===== src/rtl/pcileech_eth_pkg.sv =====
// Shared types and constants for the Ethernet transmit scheduler.
// Latency: none (declarations only).
// Backpressure: none (declarations only).
package pcileech_eth_pkg;

  typedef enum logic [1:0] {IDLE, SHIFT, WAIT3, SEND3} eth_tx_state_t;

  // Upper half of the optional per-packet tag DWORD
  localparam logic [15:0] ETH_TX_TAG_MAGIC = 16'h7A7A;

  // Width of the per-packet DWORD counter (holds 1..256)
  localparam int ETH_TX_DW_BITS = 9;

endpackage


===== src/rtl/pcileech_eth_rr_arb2.sv =====
// Two-way round-robin arbiter: combinational grant, registered last winner.
// Latency: grant is combinational from req; last_grant updates one cycle after upd.
// Backpressure: none; the caller decides when a grant is consumed via upd.
module pcileech_eth_rr_arb2 (
  input  logic       clk,
  input  logic       rst_n,
  input  logic [1:0] req,
  input  logic       upd,
  input  logic       upd_grant,
  output logic       grant
);

  logic last_grant;

  // Prefer the source that did not win last time; otherwise take whichever asks
  always_comb begin
    grant = 1'b0;
    if (req[0] && req[1]) begin
      grant = ~last_grant;
    end else if (req[1]) begin
      grant = 1'b1;
    end
  end

  // Remember the winner of the packet that just closed; reset favours s0 next
  always_ff @(posedge clk or negedge rst_n) begin
    if (!rst_n) begin
      last_grant <= 1'b1;
    end else if (upd) begin
      last_grant <= upd_grant;
    end
  end

endmodule


===== src/rtl/pcileech_eth_tx_sched.sv =====
// Packetises two DWORD requesters into the UDP byte stream, MSB first, a whole packet per grant.
// Latency: DWORD accepted in IDLE appears as the first byte on the next cycle; >= 5 cycles per DWORD.
// Backpressure: tx_ready stalls the byte in flight; requesters stall until ready pulses. Macro PCILEECH_ETH_TX_TAG_EN prefixes a tag DWORD.
module pcileech_eth_tx_sched
  import pcileech_eth_pkg::*;
#(
  parameter int MAX_DW = 256,
  parameter int LINGER = 16
) (
  input  logic        clk,
  input  logic        rst_n,
  input  logic [31:0] s0_data,
  input  logic        s0_valid,
  output logic        s0_ready,
  input  logic [31:0] s1_data,
  input  logic        s1_valid,
  output logic        s1_ready,
  output logic [7:0]  tx_data,
  output logic        tx_valid,
  input  logic        tx_ready,
  output logic        tx_last,
  output logic        busy,
  output logic [15:0] pkt_cnt
);

  localparam logic [ETH_TX_DW_BITS-1:0] MAX_C    = ETH_TX_DW_BITS'(MAX_DW);
  localparam logic [7:0]                LINGER_C = 8'(LINGER);

  eth_tx_state_t             state;
  logic [31:0]               sh_buf;
  logic [31:0]               nxt_q;
  logic [1:0]                idx;
  logic [ETH_TX_DW_BITS-1:0] dw_cnt;
  logic [7:0]                linger_cnt;
  logic                      lastq;
  logic                      g_q;
  logic                      gnt;
  logic                      pkt_done;
  logic                      s_valid_g;
  logic [31:0]               s_data_g;

  // Granted requester's view, fixed for the whole packet
  assign s_valid_g = g_q ? s1_valid : s0_valid;
  assign s_data_g  = g_q ? s1_data  : s0_data;
  assign pkt_done  = (state == SEND3) && tx_ready && lastq;

  pcileech_eth_rr_arb2 u_arb (
    .clk       (clk),
    .rst_n     (rst_n),
    .req       ({s1_valid, s0_valid}),
    .upd       (pkt_done),
    .upd_grant (g_q),
    .grant     (gnt)
  );

  // Byte interface is decoded from state only, so tx_valid never sees tx_ready
  assign tx_valid = (state == SHIFT) || (state == SEND3);
  assign tx_data  = tx_valid ? sh_buf[31:24] : 8'h00;
  assign tx_last  = (state == SEND3) && lastq;
  assign busy     = (state != IDLE);

  // Packet FSM: grant, shift three bytes, decide the fourth byte's fate, send it
  always_ff @(posedge clk or negedge rst_n) begin
    if (!rst_n) begin
      state      <= IDLE;
      sh_buf     <= '0;
      nxt_q      <= '0;
      idx        <= '0;
      dw_cnt     <= '0;
      linger_cnt <= '0;
      lastq      <= 1'b0;
      g_q        <= 1'b0;
      s0_ready   <= 1'b0;
      s1_ready   <= 1'b0;
      pkt_cnt    <= '0;
    end else begin
      s0_ready <= 1'b0;
      s1_ready <= 1'b0;
      case (state)
        IDLE: begin
          if (s0_valid || s1_valid) begin
            g_q    <= gnt;
            dw_cnt <= 9'd1;
            idx    <= 2'd0;
            state  <= SHIFT;
`ifdef PCILEECH_ETH_TX_TAG_EN
            // Tag occupies the first DWORD slot; payload comes in through WAIT3
            sh_buf <= {ETH_TX_TAG_MAGIC, 8'h00, 7'b0, gnt};
`else
            sh_buf   <= gnt ? s1_data : s0_data;
            s0_ready <= ~gnt;
            s1_ready <= gnt;
`endif
          end
        end
        SHIFT: begin
          if (tx_ready) begin
            sh_buf <= {sh_buf[23:0], 8'h00};
            idx    <= idx + 1'b1;
            if (idx == 2'd2) begin
              linger_cnt <= '0;
              state      <= WAIT3;
            end
          end
        end
        WAIT3: begin
          // Hold the last byte back until we know whether it closes the packet
          if (dw_cnt == MAX_C) begin
            lastq <= 1'b1;
            state <= SEND3;
          end else if (s_valid_g) begin
            s0_ready <= ~g_q;
            s1_ready <= g_q;
            nxt_q    <= s_data_g;
            lastq    <= 1'b0;
            state    <= SEND3;
          end else if (linger_cnt == LINGER_C) begin
            lastq <= 1'b1;
            state <= SEND3;
          end else begin
            linger_cnt <= linger_cnt + 1'b1;
          end
        end
        SEND3: begin
          if (tx_ready) begin
            if (lastq) begin
              pkt_cnt <= pkt_cnt + 1'b1;
              state   <= IDLE;
            end else begin
              sh_buf <= nxt_q;
              dw_cnt <= dw_cnt + 1'b1;
              idx    <= 2'd0;
              state  <= SHIFT;
            end
          end
        end
        default: state <= IDLE;
      endcase
    end
  end

endmodule


===== config.mk =====
export PLATFORM = sky130hd
export DESIGN_NAME = pcileech_eth_tx_sched
export DESIGN_NICKNAME = d
export VERILOG_FILES = /design/src/rtl/pcileech_eth_pkg.sv /design/src/rtl/pcileech_eth_rr_arb2.sv /design/src/rtl/pcileech_eth_tx_sched.sv
export SDC_FILE = /design/constraint.sdc
export NUM_CORES = 1
export LEC_CHECK = 0
export CAP_MARGIN = 20
export CORE_ASPECT_RATIO = 1.5
export CORE_MARGIN = 1
export CORE_UTILIZATION = 38
export CTS_CLUSTER_SIZE = 28
export DETAILED_ROUTE_END_ITERATION = 12
export SLEW_MARGIN = 40
export SYNTH_ARGS = -nofsm -noshare
export SYNTH_HDL_FRONTEND = slang
export SYNTH_HIERARCHICAL = 1
export SYNTH_SLANG_ARGS = --single-unit

===== constraint.sdc =====
create_clock -name clk -period 2 [get_ports clk]
set_input_delay 0.4 -clock clk [delete_from_list [all_inputs] [get_ports clk]]
set_output_delay 0.4 -clock clk [all_outputs]
set_load 0.01 [all_outputs]

# Yosys cells after proc, flatten, opt, wreduce, memory -nomap -nowiden
# Index checks and enable logic that the tools add are counted.
[classes]
add_sub_neg = 4
mul = 0
div_mod_pow = 0
n_lt_le_gt_ge = 0
eq_ne = 15
n_shift = 0
mux = 46
n_bitwise = 4
reduce_logical = 20
[ops]
columns = ["op", "count"]
rows = [
  ["32-bit two-way mux", 6],
  ["32-bit one-hot mux with 3 select lines", 1],
  ["8-bit two-way mux", 6],
  ["9-bit two-way mux", 3],
  ["2-bit two-way mux", 11],
  ["9-bit one-hot mux with 2 select lines", 1],
  ["16-bit by 1-bit adder with 16-bit output (second input constant)", 1],
  ["8-bit one-hot mux with 2 select lines", 1],
  ["2-bit != test (second input constant)", 7],
  ["1-bit two-way mux", 13],
  ["5-bit AND reduction", 2],
  ["9-bit by 1-bit adder with 9-bit output (second input constant)", 1],
  ["9-bit == test (second input constant)", 1],
  ["8-bit by 1-bit adder with 8-bit output (second input constant)", 1],
  ["8-bit by 5-bit == test with 1-bit output (second input constant)", 1],
  ["2-bit one-hot mux with 4 select lines", 1],
  ["2-bit == test (second input constant)", 3],
  ["2-bit one-hot mux with 3 select lines", 1],
  ["3-bit AND reduction", 2],
  ["6-bit AND reduction", 1],
  ["2-bit nonzero test", 3],
  ["3-bit nonzero test", 2],
  ["1-bit logical AND", 4],
  ["4-bit != test (second input constant)", 1],
  ["9 further kinds", 15],
]
[totals]
register_bits = 106
latchBits = 0
ramBits = 0
rom_bits = 0
in_bits = 69
output_inout_bits = 29
word_cells = 101
n_memories = 0

# Depth between registers and ports, before layout
# Gate-level depths: netlist (run 1).
[logic_depth]
depth_word = 5
ltp_mapped = 9

# Modules after synthesis
# Netlist (run 1), hierarchy kept.
[modules_own_cells]
columns = ["module", "n_inst", "cells_each", "area_each_um2"]
rows = [
  ["pcileech_eth_tx_sched", 1, 607, 5735.5],
  ["pcileech_eth_rr_arb2", 1, 3, 48.8],
]

# Worst setup path before layout (run 1)
# OpenSTA, ideal clock, no wires.
[synth_timing]
path_kind = "register -> output"
start = "reg state[1]"
end = "out tx_data[0]"
arrival_ns = 1.569
setup_slack_ns = 0.031
stages_incl_launch_ff = 8
path_cell_list = "dfrtp_1 inv_1 ha_1 buf_2 or2_2 clkbuf_1 clkbuf_1 and2_1"
[synth_between]
elab_chain_cells = 3
elab_cells_between_ends = 4
classes_between = "eq/ne: 2; mux: 1; reduce/logical: 1"
[synth_rtl]
columns = ["element", "line", "text"]
rows = [
  ["start, declared", "pcileech_eth_tx_sched.sv:29", "eth_tx_state_t state;"],
  ["start signal, assigned", "pcileech_eth_tx_sched.sv:65", "state <= IDLE;"],
  ["start signal, assigned", "pcileech_eth_tx_sched.sv:85", "state <= SHIFT;"],
  ["start signal, assigned", "pcileech_eth_tx_sched.sv:102", "state <= WAIT3;"],
  ["2-bit by 1-bit == test with 1-bit output / 2-bit == test (equally long branches)", "pcileech_eth_tx_sched.sv:57", "assign tx_valid = (state == SHIFT) || (state == SEND3);"],
  ["1-bit logical OR (*)", "pcileech_eth_tx_sched.sv:57", ""],
  ["via tx_valid", "pcileech_eth_tx_sched.sv:19", "output logic tx_valid,"],
  ["8-bit two-way mux (*)", "pcileech_eth_tx_sched.sv:58", "assign tx_data = tx_valid ? sh_buf[31:24] : 8'h00;"],
  ["end, declared", "pcileech_eth_tx_sched.sv:18", "output logic [7:0] tx_data,"],
]
# The timed path passes the listed nets; every way through them passes the cells marked *.

# Worst setup path in the final report (run 1)
[layout_timing]
start = "reg state[1]"
end = "reg state[0]"
[layout_between]
elab_chain_cells = 3
elab_cells_between_ends = 11
classes_between = "eq/ne: 8; mux: 1; reduce/logical: 2"
[layout_rtl]
columns = ["element", "line", "text"]
rows = [
  ["2-bit == test (tied with other cells)", "pcileech_eth_tx_sched.sv:79", "case (state)"],
  ["4-bit != test (no line) (tied with other cells)", "--", ""],
  ["5-bit AND reduction (no line)", "--", ""],
]
# Several ways; a longest one is shown, not always the timed one.
# A chain may end at the register's enable or synchronous reset.

==> flow_summary.toml, run 1 <==
[cts]
tritoncts = "yes"
cts_max_level = 3
cts_buffers = 9
cts_num_sinks = 106
clockRootBuffer = "clkbuf_16"
clock_path_buffers = 2
clk_latency_ns = 0.35
path_clk_slew_ns = 0.07

[pwr]
leakage_nw = 3.51
vdd_drop_max_mv = 0.738
p_total_mw = 11.0
power.density_nw_per_um2 = 1390

[sta]
setup_slack_ns = -0.0106
hold_viol = 0
slew_headroom_pct = 60.0
tightest_slew_ns = 0.600
rsz0062_at_grt = "true"
slew_viol_final = 0
setup_viol = 3
setup_tns_ns = -0.0228
period_share_pct = 101
period_minus_slack_ns = 2.01
skew_ns = 0.0126
fmax_ghz = 0.497

[placed_design]
dp.cells = 919
place_congestion = 0.764
place.port_buffers = 97
place_hpwl_um = 11100
postPlaceCellArea_um2 = 7330

[setup_path]
cp-end-kind = "flip-flop"
crit_path_start_kind = "flip-flop"
critPathArrivalTime_ns = 2.23
cp_slowest_cell = "dfrtp_2"
crit_family = "compound AO/OA/AOI/OAI gates"
critical_path_class = "flip-flop to flip-flop"
crit_chain = "inv_2, ha_4, buf_8, a21boi_2, a211o_1, a31o_2, buf_4, o31ai_2, o31ai_1"
critPathMaxFanout = 19
slowest_delay_ns = 0.41
crit_buf_inv = 3
cp.required_ns = 2.22

[floorplan]
start_util_pct = 39.3
core-area_um2 = 14700
die_h_um = 153
ioPinCount = 98
die-area_um2 = 15700
rows = 54
die_x_um = 103

[logic_synthesis]
netlist_instances = 610
synth_ff_type = "dfrtp_1"
syn_area_per_cell_um2 = 9.48
yosys_warnings = 6
synth_edf_count = 0
yosys_register_bits = 106
synth_cell_types = 52
synthArstFlopShare_pct = 100
yosysSeqAreaShare_pct = 45.9
synthesis.area_um2 = 5780
postSynthNetCount = 689

[route]
ant_nets = 0
num_vias = 4976
drtPass1Iterations = 4
drc_errors = 0
drt_iter0_drc = 141
routedWlPerCell_um = 16.4
totalWireLength_um = 15500
via_per_inst = 5.27

[layout]
fin_cells = 944
fillers = 1445
drive_gt1_share_pct = 18.9
syn2layout_area_growth_pct = 36.3
layout_commonest_cell = "dfrtp_1"
mostFrequentLayoutCells = "dfrtp_1 (102), nand2_1 (90), clkdlybuf4s50_1 (84), mux2i_1 (67), o21ai_0 (61)"
post-route-cell-area_um2 = 7880
antennaDiodeCount = 0
multi_input_area_um2 = 3090
fin_nets = 822
regArea_um2 = 2660
fin_util_pct = 53.5

[global_routing]
grt_pass1_vias = 5085
grt_start_max_net_pins = 53
track_usage_pct = 20.5
grt-ovfl-total = 0
antenna_found_initial = 0
grt_pass1_wl_um = 24800

[worst_hold_path]
hp-class = "flip-flop to flip-flop"

[outcome]
violations = "negative setup slack"
status = "finished, violations left"

[run]
maxCapViolCount = 0
-- power by group --
part,internal [mW],switching (mW)
clock,0.855,0.849
sequential,2.96,0.572
combinational,2.69,3.04
-- synthesized netlist by cell type (3+ instances only) --
master	n	area, um2
dfrtp_1	105	2630
buf_2	9	45.0
and3_1	6	37.5
nand3_1	16	80.1
xor2_1	13	114
a31oi_1	3	18.8
ha_1	10	125
buf_1	3	11.3
and2_1	12	75.1
mux2_2	3	33.8
nand2b_1	5	31.3
nand3b_1	4	30.0
mux2i_1	67	671
inv_1	9	33.8
buf_4	6	45.0
nand4_1	7	43.8
o21ai_0	71	355
a221oi_1	24	210
nor3_1	6	30.0
nand2_1	91	342
a21oi_1	14	70.1
nor2_1	62	233
xnor2_1	9	78.8
clkbuf_1	20	75.1
-- logic make-up (layout without fill, tap and decap cells) --
family	count (synthesis)	count (layout)	share of synthesized area, %
compound gates	131	131	14.4
mux	73	73	12.9
flops	106	106	45.9
xor+xnor	22	22	3.33
simple gates	220	221	17.5
fa+ha+maj	10	10	2.16
buf+inv	48	185	3.83
-- worst register-to-register path, cell delays in order (launching register included) --
cell	delay, ns
dfrtp_2	0.41
inv_2	0.07
ha_4	0.18
buf_8	0.16
a21boi_2	0.18
a211o_1	0.24
a31o_2	0.22
buf_4	0.13
o31ai_2	0.20
o31ai_1	0.10
-- per-layer routing --
| metal | GRT usage, % | share of wire (%) |
|---|---|---|
| met3 | 3.25 | 3.6 |
| met1 | 24.1 | 41 |
| met4 | 7.98 | 2.8 |
| met2 | 36.3 | 53 |
| met5 | 0 | 0 |
-- flip-flops by register name (all words and copies together) (netlist names), 2 cells and up --
| register | cells |
|---|---|
| nxt_q | 32 |
| state | 2 |
| dw_cnt | 9 |
| pkt_cnt | 16 |
| linger_cnt | 8 |
| sh_buf | 32 |
| idx | 2 |
-- path summary, 6_finish.rpt --
check | to | depth (start not counted) | slack (ns) | start
setup reg to reg | state[0] | 9 | -0.01 | state[1]
max in group asynchronous | idx[1] | 3 | 0.87 | rst_n
min in group asynchronous | dw_cnt[6] | 2 | 0.52 | rst_n
setup / recovery | state[0] | 9 | -0.01 | state[1]
hold / removal | pkt_cnt[15] | 1 | 0.47 | pkt_cnt[15]
hold reg to reg | pkt_cnt[15] | 1 | 0.47 | pkt_cnt[15]
-- layout make-up --
cell class	instances	share of cell area (%)
Multi-Input combinational cell	457	39.2
Sequential cell	106	33.7
Timing Repair Buffer	160	20.0
Tap cell	196	3.11
Clock buffer	9	2.86
Clock inverter	7	0.667
Inverter	9	0.429
-- through the flow --
step | setup WS (ns) | hold slack, ns
floorplan | 0.0307 | 0.104
global placement | -0.267 | 0.361
detailed placement | -0.336 | 0.371
CTS | -0.0786 | 0.475
global route | -0.104 | 0.488
finish | -0.0106 | 0.469
-- what timing repair did --
action	CTS	global route
pin swaps	12	6
hold buffers	1	0
gates cloned	1	1
endpoints found under the hold margin	25	0
endpoints found under the setup margin	12	61
setup buffers	5	2
gates resized for setup	72	34
No activity file was read; power rests on OpenSTA's default activity.
==> run 2: changes to the inputs <==
Settings changed: PLACE_DENSITY set to 0.66.
==> run 2 against run 1 <==
  * The run still ends with negative setup slack left
  * Clock power rose by 15%
  * Critical path depth fell by 4
  * Global-route usage rose by 0.29 points
  * Final area rose by 3.0%
==> flow_summary.toml, run 2 (synthesis gave the netlist of run 1 again) <==
[cts]
cts_max_level = 3
cts_hold_buf = 0
clk_latency_ns = 0.35
path_clk_slew_ns = 0.07
cts_buffers = 9
tritoncts = "yes"
clockRootBuffer = "clkbuf_16"
clock_path_buffers = 2
cts_num_sinks = 106

[setup_path]
crit_path_start_kind = "flip-flop"
slowest_delay_ns = 0.46
cp-end-kind = "output pin"
crit_chain = "ha_4, or2_4, buf_6, and2_4, buf_6"
cp_slowest_cell = "dfrtp_2"
crit_path_frequent_cell = "buf_6"
critPathMaxFanout = 4
cp.required_ns = 1.60
critical_path_class = "flip-flop to output pin"
critPathArrivalTime_ns = 1.69

[sta]
skew_ns = 0.00851
hold_viol = 0
rsz0062_at_grt = "true"
period_share_pct = 105
slew_viol_final = 0
slew_headroom_pct = 58.5
period_minus_slack_ns = 2.09
fmax_ghz = 0.478
setup_slack_ns = -0.0917
tightest_slew_ns = 0.622
setup_viol = 13

[route]
routedWlPerCell_um = 17.1
totalWireLength_um = 16400
highest_layer = "met4"
num_vias = 5098
wl_met1_um = 6310
drtPass1Iterations = 4
via_per_inst = 5.33
drt_iter0_drc = 185
ant_nets = 0
route.met3.wl_um = 613
drc_errors = 0
route.met2.wl_um = 8950

[global_routing]
grt_pass1_wl_um = 25500
grt-ovfl-total = 0
grt_pass1_vias = 5188
track_usage_pct = 20.7
grt_start_max_net_pins = 107
antenna_found_initial = 0

[layout]
top_regs = "nxt_q: 32 flops, sh_buf: 32 flops, pkt_cnt: 16 flops"
fin_nets = 834
fin_cells = 956
mostFrequentLayoutCells = "dfrtp_1 (102), nand2_1 (90), clkdlybuf4s50_1 (83), mux2i_1 (67), nor2_1 (62)"
layout_commonest_cell = "dfrtp_1"
drive_gt1_share_pct = 19.2
antennaDiodeCount = 0
fillers = 1341
fin_util_pct = 55.1
syn2layout_area_growth_pct = 40.3

[pwr]
p_sw_mw = 4.77
leakage_nw = 3.64
clockPowerShare_pct = 16.2
seqPwrFrac_pct = 29.7
switching_share_pct = 39.6
internal-power_mw = 7.27
power.density_nw_per_um2 = 1480
combPwrFrac_pct = 54.1
vdd_drop_max_mv = 0.939

[floorplan]
core-area_um2 = 14700
die_x_um = 103
rows = 54
die_h_um = 153
start_util_pct = 39.3
ioPinCount = 98
die-area_um2 = 15700

[worst_hold_path]
hp-class = "primary input to async pin"

[placed_design]
dp.cells = 918
place.port_buffers = 97
place_hpwl_um = 10800
place_congestion = 0.806

[outcome]
status = "finished, violations left"
violations = "negative setup slack"

[run]
maxCapViolCount = 0
run 2: final cells by class:
| type | instances | area, um2 | area share [%] |
|---|---|---|---|
| clock buffer | 9 | 225 | 2.77 |
| clock inverter | 7 | 101 | 1.25 |
| inverter | 9 | 36.3 | 0.447 |
| multi-input combinational | 458 | 3110 | 38.3 |
| sequential | 106 | 2660 | 32.7 |
| tap | 196 | 245 | 3.02 |
| timing repair buffer | 171 | 1750 | 21.5 |
run 2: metal layers:
| layer | GRT usage [%] | up-vias |
|---|---|---|
| met5 | 0 | - |
| li1 | - | 2441 |
| met3 | 3.11 | 37 |
| met4 | 8.32 | 0 |
| met1 | 23.9 | 2494 |
| met2 | 37.4 | 126 |
run 2: metrics by stage:
stage | instance area, um2 | total power, mW | hold slack [ns] | TNS, ns | worst slack (ns)
3_5_place_dp | 7310 | 8.62 | 0.466 | -12.94 | -0.369
6_report | 8120 | 12.0 | 0.122 | -0.511 | -0.0917
3_3_place_gp | 7310 | 8.44 | 0.458 | -10.34 | -0.246
2_1_floorplan | 5780 | 6.61 | 0.104 | 0 | 0.0307
4_1_cts | 7800 | 11.0 | 0.146 | -0.586 | -0.105
5_1_grt | 8120 | 12.8 | 0.182 | -1.97 | -0.128
run 2: worst max-delay path: cells and delay by family (launching register included):
family | cells | cell delay (ns)
buffers and inverters | 2 | 0.24
adder cells (fa/ha/maj) | 1 | 0.20
flip-flops | 1 | 0.46
AND/OR/NAND/NOR | 2 | 0.45
run 2: power by group through the flow:
stage,logic [mW],registers (mW),clock network (mW)
4_1_cts,5.45,3.55,1.97
5_1_grt,7.12,3.64,2.06
6_report,6.52,3.57,1.95
3_5_place_dp,5.07,3.55,0
3_3_place_gp,4.91,3.53,0
2_1_floorplan,3.23,3.38,0
run 2: path summary, 6_finish.rpt:
| check | slack, ns | from | depth (start not counted) | end |
|---|---|---|---|---|
| max | -0.09 | state[0] | 5 | tx_data[7] |
| min | 0.12 | rst_n | 2 | dw_cnt[5] |
| max reg2reg | -0.07 | state[1] | 9 | state[0] |
| min reg2reg | 0.48 | pkt_cnt[15] | 1 | pkt_cnt[15] |
| max in group asynchronous | 1.45 | rst_n | 2 | state[1] |
| min in group clk | 0.45 | s1_valid | 3 | s1_ready |
run 2: repair_timing:
action | in CTS | in global routing
setup endpoints to repair | 18 | 62
gates cloned | 1 | 10
resized for setup | 70 | 40
pin swaps | 7 | 10
buffers inserted | 7 | 5
==> run 3: changes to the inputs <==
Settings changed: SYNTH_HIERARCHICAL 1 to not set.
==> run 3 against run 2 <==
  * Clock skew is 0.0058 ns higher
  * Core utilization is 1.4 points lower
  * Via count is 2.2% lower
  * Die area is 2.0% higher
  * The flow still finishes with violations (negative setup slack)
  * Flip-flop and latch count stayed put
  * Combinational power is 5.4% higher
  * Largest cell class unchanged
  * Non-clock buffer count is 17 lower
  * Synthesized area is 2.0% higher
  * Register-to-register slack better by 0.06 ns
==> flow_summary.toml, run 3 <==
[outcome]
status = "finished, violations left"
violations = "negative setup slack"

[global_routing]
grt_pass1_wl_um = 25500
antenna_found_initial = 0
track_usage_pct = 20.0
grt_start_max_net_pins = 49
grt_pass1_vias = 5166
grt-ovfl-total = 0

[placed_design]
place_ws_ns = -0.302
place_congestion = 0.841
place_hpwl_um = 10900
place.port_buffers = 97
dp.cells = 881

[route]
num_vias = 4986
ant_nets = 0
drtPass1Iterations = 4
totalWireLength_um = 16400
via_per_inst = 5.49
drt_iter0_drc = 190
drc_errors = 0
routedWlPerCell_um = 18.1

[worst_hold_path]
whs_path_depth = 1
hp-start = "pkt_cnt[15]"
hp-class = "flip-flop to flip-flop"
whs_endpoint = "pkt_cnt[15]"

[setup_path]
cp.required_ns = 2.25
crit_family = "flip-flops"
cp-end-kind = "flip-flop"
cp_slowest_cell = "dfrtp_2"
r2r-end = "sh_buf[7]"
critPathArrivalTime_ns = 2.26
crit_chain = "ha_4, buf_6, and2_4, a211oi_4, nand2_4, clkbuf_16, mux2_4"
reg2regPathDepth = 7
slowest_delay_ns = 0.46
r2r_slack_ns = -0.01
crit_path_start_kind = "flip-flop"
crit_buf_inv = 2
critical_path_class = "flip-flop to flip-flop"
reg2reg_from = "state[0]"
critPathMaxFanout = 7

[logic_synthesis]
synthArstFlopShare_pct = 100
synth_most_common_cell = "dfrtp_1"
synth_edf_count = 0
yosys_warnings = 0
yosysSeqAreaShare_pct = 45.0
yosys_register_bits = 106
synthesis.area_um2 = 5900
netlist_instances = 576
syn_area_per_cell_um2 = 10.2
yosysTopAreaCell = "dfrtp_1"
synth_cell_types = 63
synth_commonest_cells = "dfrtp_1 (105), o21ai_0 (69), mux2i_1 (67)"
synthTopCellsByArea = "dfrtp_1 (45%), mux2i_1 (11%), mux2_2 (6.7%)"
synth_ff_type = "dfrtp_1"
postSynthNetCount = 655
synth_top_area_share_pct = 44.5

[pwr]
leakage_nw = 3.56
p_total_mw = 12.5
power.density_nw_per_um2 = 1540
vdd_drop_max_mv = 0.692

[cts]
cts_max_level = 3
cts_buffers = 9
tritoncts = "yes"
clockRootBuffer = "clkbuf_16"
path_clk_slew_ns = 0.08
clk_latency_ns = 0.36
cts_num_sinks = 106
clock_path_buffers = 2

[sta]
period_minus_slack_ns = 2.01
setup_viol = 16
slew_headroom_pct = 56.6
setup_slack_ns = -0.0133
hold_viol = 0
hold_ws_ns = 0.475
rsz0062_at_grt = "true"
slew_viol_final = 0
tightest_slew_ns = 0.651
skew_ns = 0.0143
fmax_ghz = 0.497
period_share_pct = 101

[layout]
layout_commonest_cell = "dfrtp_1"
fin_util_pct = 53.7
fillers = 1327
drive_gt1_share_pct = 22.7
fin_cells = 908
syn2layout_area_growth_pct = 37.7
fin_nets = 784
top_regs = "nxt_q: 32 flops, sh_buf: 32 flops, pkt_cnt: 16 flops"
mostFrequentLayoutCells = "dfrtp_1 (103), clkdlybuf4s50_1 (84), o21ai_0 (69), mux2i_1 (67), nand2_1 (59)"
antennaDiodeCount = 0

[floorplan]
rows = 55
core-area_um2 = 15100
die_x_um = 104
start_util_pct = 39.0
ioPinCount = 98
die_h_um = 155
die-area_um2 = 16000

[run]
maxCapViolCount = 0
## run 3: changes by cell type after synthesis, moves of 4 or more
| cell | change |
|---|---|
| mux2_2 | +32 |
| xnor2_1 | +8 |
| inv_1 | +5 |
| xor2_1 | -11 |
| a21oi_1 | -7 |
| nor2_1 | -45 |
| nand4_1 | +5 |
| nand2_1 | -32 |
| a211oi_1 | +4 |
| a22oi_1 | +24 |
| nand2b_1 | -4 |
| a221oi_1 | -24 |
| nand3_1 | -5 |
## run 3: report_power, final
group	internal [mW]	switching, mW
logic	3.66	3.21
registers	3.01	0.648
clock network	1.11	0.855
total	7.78	4.72
## run 3: worst max path at each step
stage                  start            end  slack (ns)  cells after the start
CTS                 state[1]     tx_data[6]       -0.05                      5
detailed placement  s0_valid  linger_cnt[7]       -0.30                      7
global route        state[1]      sh_buf[2]       -0.07                      8
floorplan           state[0]         idx[1]        0.04                      8
global placement    tx_ready  linger_cnt[2]       -0.23                      7
finish              state[0]      sh_buf[7]       -0.01                      7
## run 3: final cells by class
| class | instances | area, um2 | share of cell area [%] |
|---|---|---|---|
| Clock buffer | 9 | 225 | 2.77 |
| Clock inverter | 6 | 95.1 | 1.17 |
| Inverter | 14 | 52.6 | 0.647 |
| Multi-Input combinational cell | 420 | 3270 | 40.2 |
| Sequential cell | 106 | 2660 | 32.7 |
| Tap cell | 199 | 249 | 3.06 |
| Timing Repair Buffer | 154 | 1580 | 19.4 |
## run 3: repair_timing
item                       CTS  global route
hold endpoints to repair     6             0
gates resized for setup     62            52
cloned                       2             4
setup endpoints to repair   54            54
buffers inserted             0             5
hold buffers                 1             0
pin swaps                    8             7
## run 3: per-stage QoR
stage               setup TNS, ns  cell area (um2)
floorplan                       0             5910
global placement           -14.49             7410
detailed placement         -16.94             7410
CTS                        -0.139             7800
global route                -1.93             8130
finish                    -0.0891             8130
## run 3: logic make-up (layout without fill, tap and decap cells)
group                    Yosys count  in the layout  share of synthesized area, %
AND/OR/NAND/NOR                  147            149                          13.0
AO/OA/AOI/OAI                    138            138                          14.5
flip-flops                       106            106                          45.0
multiplexers                     104            104                          18.4
buffers and inverters             52            183                          4.18
XOR/XNOR                          19             19                          2.82
adder cells (fa/ha/maj)           10             10                          2.12
## run 3: routing by layer
layer | GRT usage [%] | part of all wire (%)
met1 | 22.4 | 40
met2 | 37.5 | 54
met3 | 3.12 | 3.3
met4 | 8.37 | 3.0
met5 | 0 | 0
==> variant, RTL diff (settings of run 3) <==
Encoding of `eth_tx_state_t`: now one-hot (4 bits for 4 states).
--- a/src/rtl/pcileech_eth_pkg.sv
+++ b/src/rtl/pcileech_eth_pkg.sv
@@ -3,7 +3,7 @@
 // Backpressure: none (declarations only).
 package pcileech_eth_pkg;
 
-  typedef enum logic [1:0] {IDLE, SHIFT, WAIT3, SEND3} eth_tx_state_t;
+  typedef enum logic [3:0] {IDLE = 4'b0001, SHIFT = 4'b0010, WAIT3 = 4'b0100, SEND3 = 4'b1000} eth_tx_state_t;
 
   // Upper half of the optional per-packet tag DWORD
   localparam logic [15:0] ETH_TX_TAG_MAGIC = 16'h7A7A;
Behaviour: no difference found for any inputs over 4 cycles, from zero or initial values and one cycle with rst_n low; so few cycles prove little.
==> variant against run 3 <==
The flow still finishes with violations (negative setup slack). Clock power fell by 12%. Final area is 3.4% higher. Worst setup slack lost 0.23 ns. Combinational power decreased by 31%. Sequential cell count up 2. Critical path type unchanged. Synthesized cell count is 2.6% lower. Highest routed layer unchanged. Routed wire length rose by 2.1%. Power fell by 23%. Area after synthesis decreased by 0.68%.
==> variant: results (changes against run 3) <==
io_buffers: 97  # unchanged
reg.largest.list: "nxt_q: 32 flops, sh_buf: 32 flops, pkt_cnt: 16 flops"  # unchanged
grt_pass1_vias: 5164  # was 5,166
drt-total-wl_um: 16800  # was 16,400 µm
grt_use_met1_pct: 25.2  # was 22.4%
synth_area_leaders: "dfrtp_1 (45%), mux2i_1 (11%), mux2_2 (6.5%)"  # was dfrtp_1 (45%), mux2i_1 (11%), mux2_2 (6.7%)
arrival_ns: 2.48  # was 2.26 ns
grt_util_met3_pct: 2.36  # was 3.12%
wl_per_cell_um: 18.3  # was 18.1 µm
fin_nets: 787  # was 784
grt_usage_pct: 21.5  # was 20.0%
cts_buffers: 9  # unchanged
ys.warnings.count: 0  # unchanged
clock_skew_ns: 0.00648  # was 0.0143 ns
grt_pass1_wl_um: 26000  # was 25,500 µm
synthArstFlopShare_pct: 100  # unchanged
worstSetupPathType: "flop to flop"  # unchanged
status: "finished with violations"  # unchanged
syn_nets: 636  # was 655
setup_ws_ns: -0.242  # was -0.0133 ns
tightest_slew_ns: 0.657  # was 0.651 ns
first_pass_iters: 4  # unchanged
cp_max_fo: 8  # was 7
worstReg2RegStart: "state[1]"  # was state[0]
drive_gt1_share_pct: 30.5  # was 22.7%
synth_cell_type_count: 50  # was 63
violations: "negative setup slack"  # unchanged
syn_inst: 561  # was 576
clk_latency_ns: 0.35
vdd_drop_max_uv: 550  # was 692 µV
grt_start_max_net_pins: 37  # was 49
p_leak_nw: 3.62  # was 3.56 nW
ys_seq_area_share_pct: 46.1  # was 45.0%
setup-violations-final: 93  # was 16
grtUsageMet2_pct: 37.9  # was 37.5%
antenna_cells: 0  # unchanged
fillerInstances: 1312  # was 1,327
num_vias: 5002  # was 4,986
clkTransAtPathRegs_ns: 0.07
tns_ns: -15.89  # was -0.0891 ns
drt-initial-drc-count: 204  # was 190
cts_root_buffer: "clkbuf_16"  # unchanged
ant_nets: 0  # unchanged
hold_class: "primary input to asynchronous set/reset pin"  # was flop to flop
place.detailed.hpwl_um: 11000  # was 10,900 µm
cts.path.max_buffers: 2  # unchanged
yosys-top-cells-count: "dfrtp_1 (106), mux2i_1 (66), o21ai_0 (55)"  # was dfrtp_1 (105), o21ai_0 (69), mux2i_1 (67)
routabilityCongestion: 0.850  # was 0.841
antenna_found_initial: 0  # unchanged
dpl.cell_count: 870  # was 881
htreeDepth: 3  # unchanged
variant: cell count changes in the layout (fill, tap and decap cells not counted), sizes merged, moves of 7 or more:
cell and delta:
a21oi +40, buf +23, nand2 -26, nand4 -8, nor2 +33, o21ai -16, or3 +7
variant: critical path: stages, from the launching register on:
cell	delay, ns
dfrtp_1	0.41
buf_6	0.13
buf_6	0.10
buf_4	0.15
nor4b_4	0.26
buf_4	0.16
buf_4	0.12
a21oi_2	0.04
nor2_4	0.10
buf_12	0.15
clkbuf_16	0.16
mux2_2	0.34
variant: worst paths after layout:
kind                                    end  cells after the start
worst max-delay path             sh_buf[17]                     11
max in group asynchronous        sh_buf[22]                      2
min in group clk                pkt_cnt[15]                      1
worst min-delay path               nxt_q[8]                      1
worst min register to register  pkt_cnt[15]                      1
worst max register to register   sh_buf[17]                     11
variant: cells by family after synthesis:
| family | count (synthesis) | share of synthesized area, % |
|---|---|---|
| simple gates | 147 | 13.2 |
| buf+inv | 45 | 4.23 |
| compound gates | 139 | 14.9 |
| fa+ha+maj | 6 | 1.28 |
| xor+xnor | 15 | 2.24 |
| flops | 108 | 46.1 |
| mux | 101 | 18.0 |
variant: repair_timing:
item	CTS	global route
pin swaps	18	9
setup buffers	17	5
gates cloned	6	4
setup endpoints to repair	93	110
resized for setup	114	32
endpoints found under the hold margin	0	0
variant: area by class of cell:
class / instances / area [µm²] / area share, %
clock buffer: 9 / 225 / 2.68
clock inverter: 7 / 62.6 / 0.744
inverter: 11 / 41.3 / 0.491
multi-input combinational: 408 / 3190 / 37.9
sequential: 108 / 2710 / 32.2
tap: 199 / 249 / 2.96
timing repair buffer: 174 / 1930 / 23.0
variant: stage by stage:
stage / hold WS (ns) / cell area, µm² / util, % / setup WS (ns)
global route: 0.0490 / 8400 / 55.8 / -0.301
global placement: 0.400 / 7420 / 49.2 / -0.230
floorplan: 0.104 / 5910 / - / -0.0709
finish: 0.0133 / 8400 / 55.8 / -0.242
CTS: 0.0237 / 8160 / 54.1 / -0.221
detailed placement: 0.408 / 7420 / 49.2 / -0.305
variant: where the power goes:
part | switching [mW] | internal [mW] | total [mW]
clock network | 0.862 | 0.865 | 1.73
logic | 2.19 | 2.57 | 4.76
registers | 0.391 | 2.75 | 3.15
total | 3.44 | 6.19 | 9.63
variant: routing by layer:
metal / vias to the layer above / share of wire [%]
li1: 2320 / -
met1: 2515 / 39
met2: 131 / 55
met3: 36 / 2.9
met4: 0 / 3.5
met5: - / 0
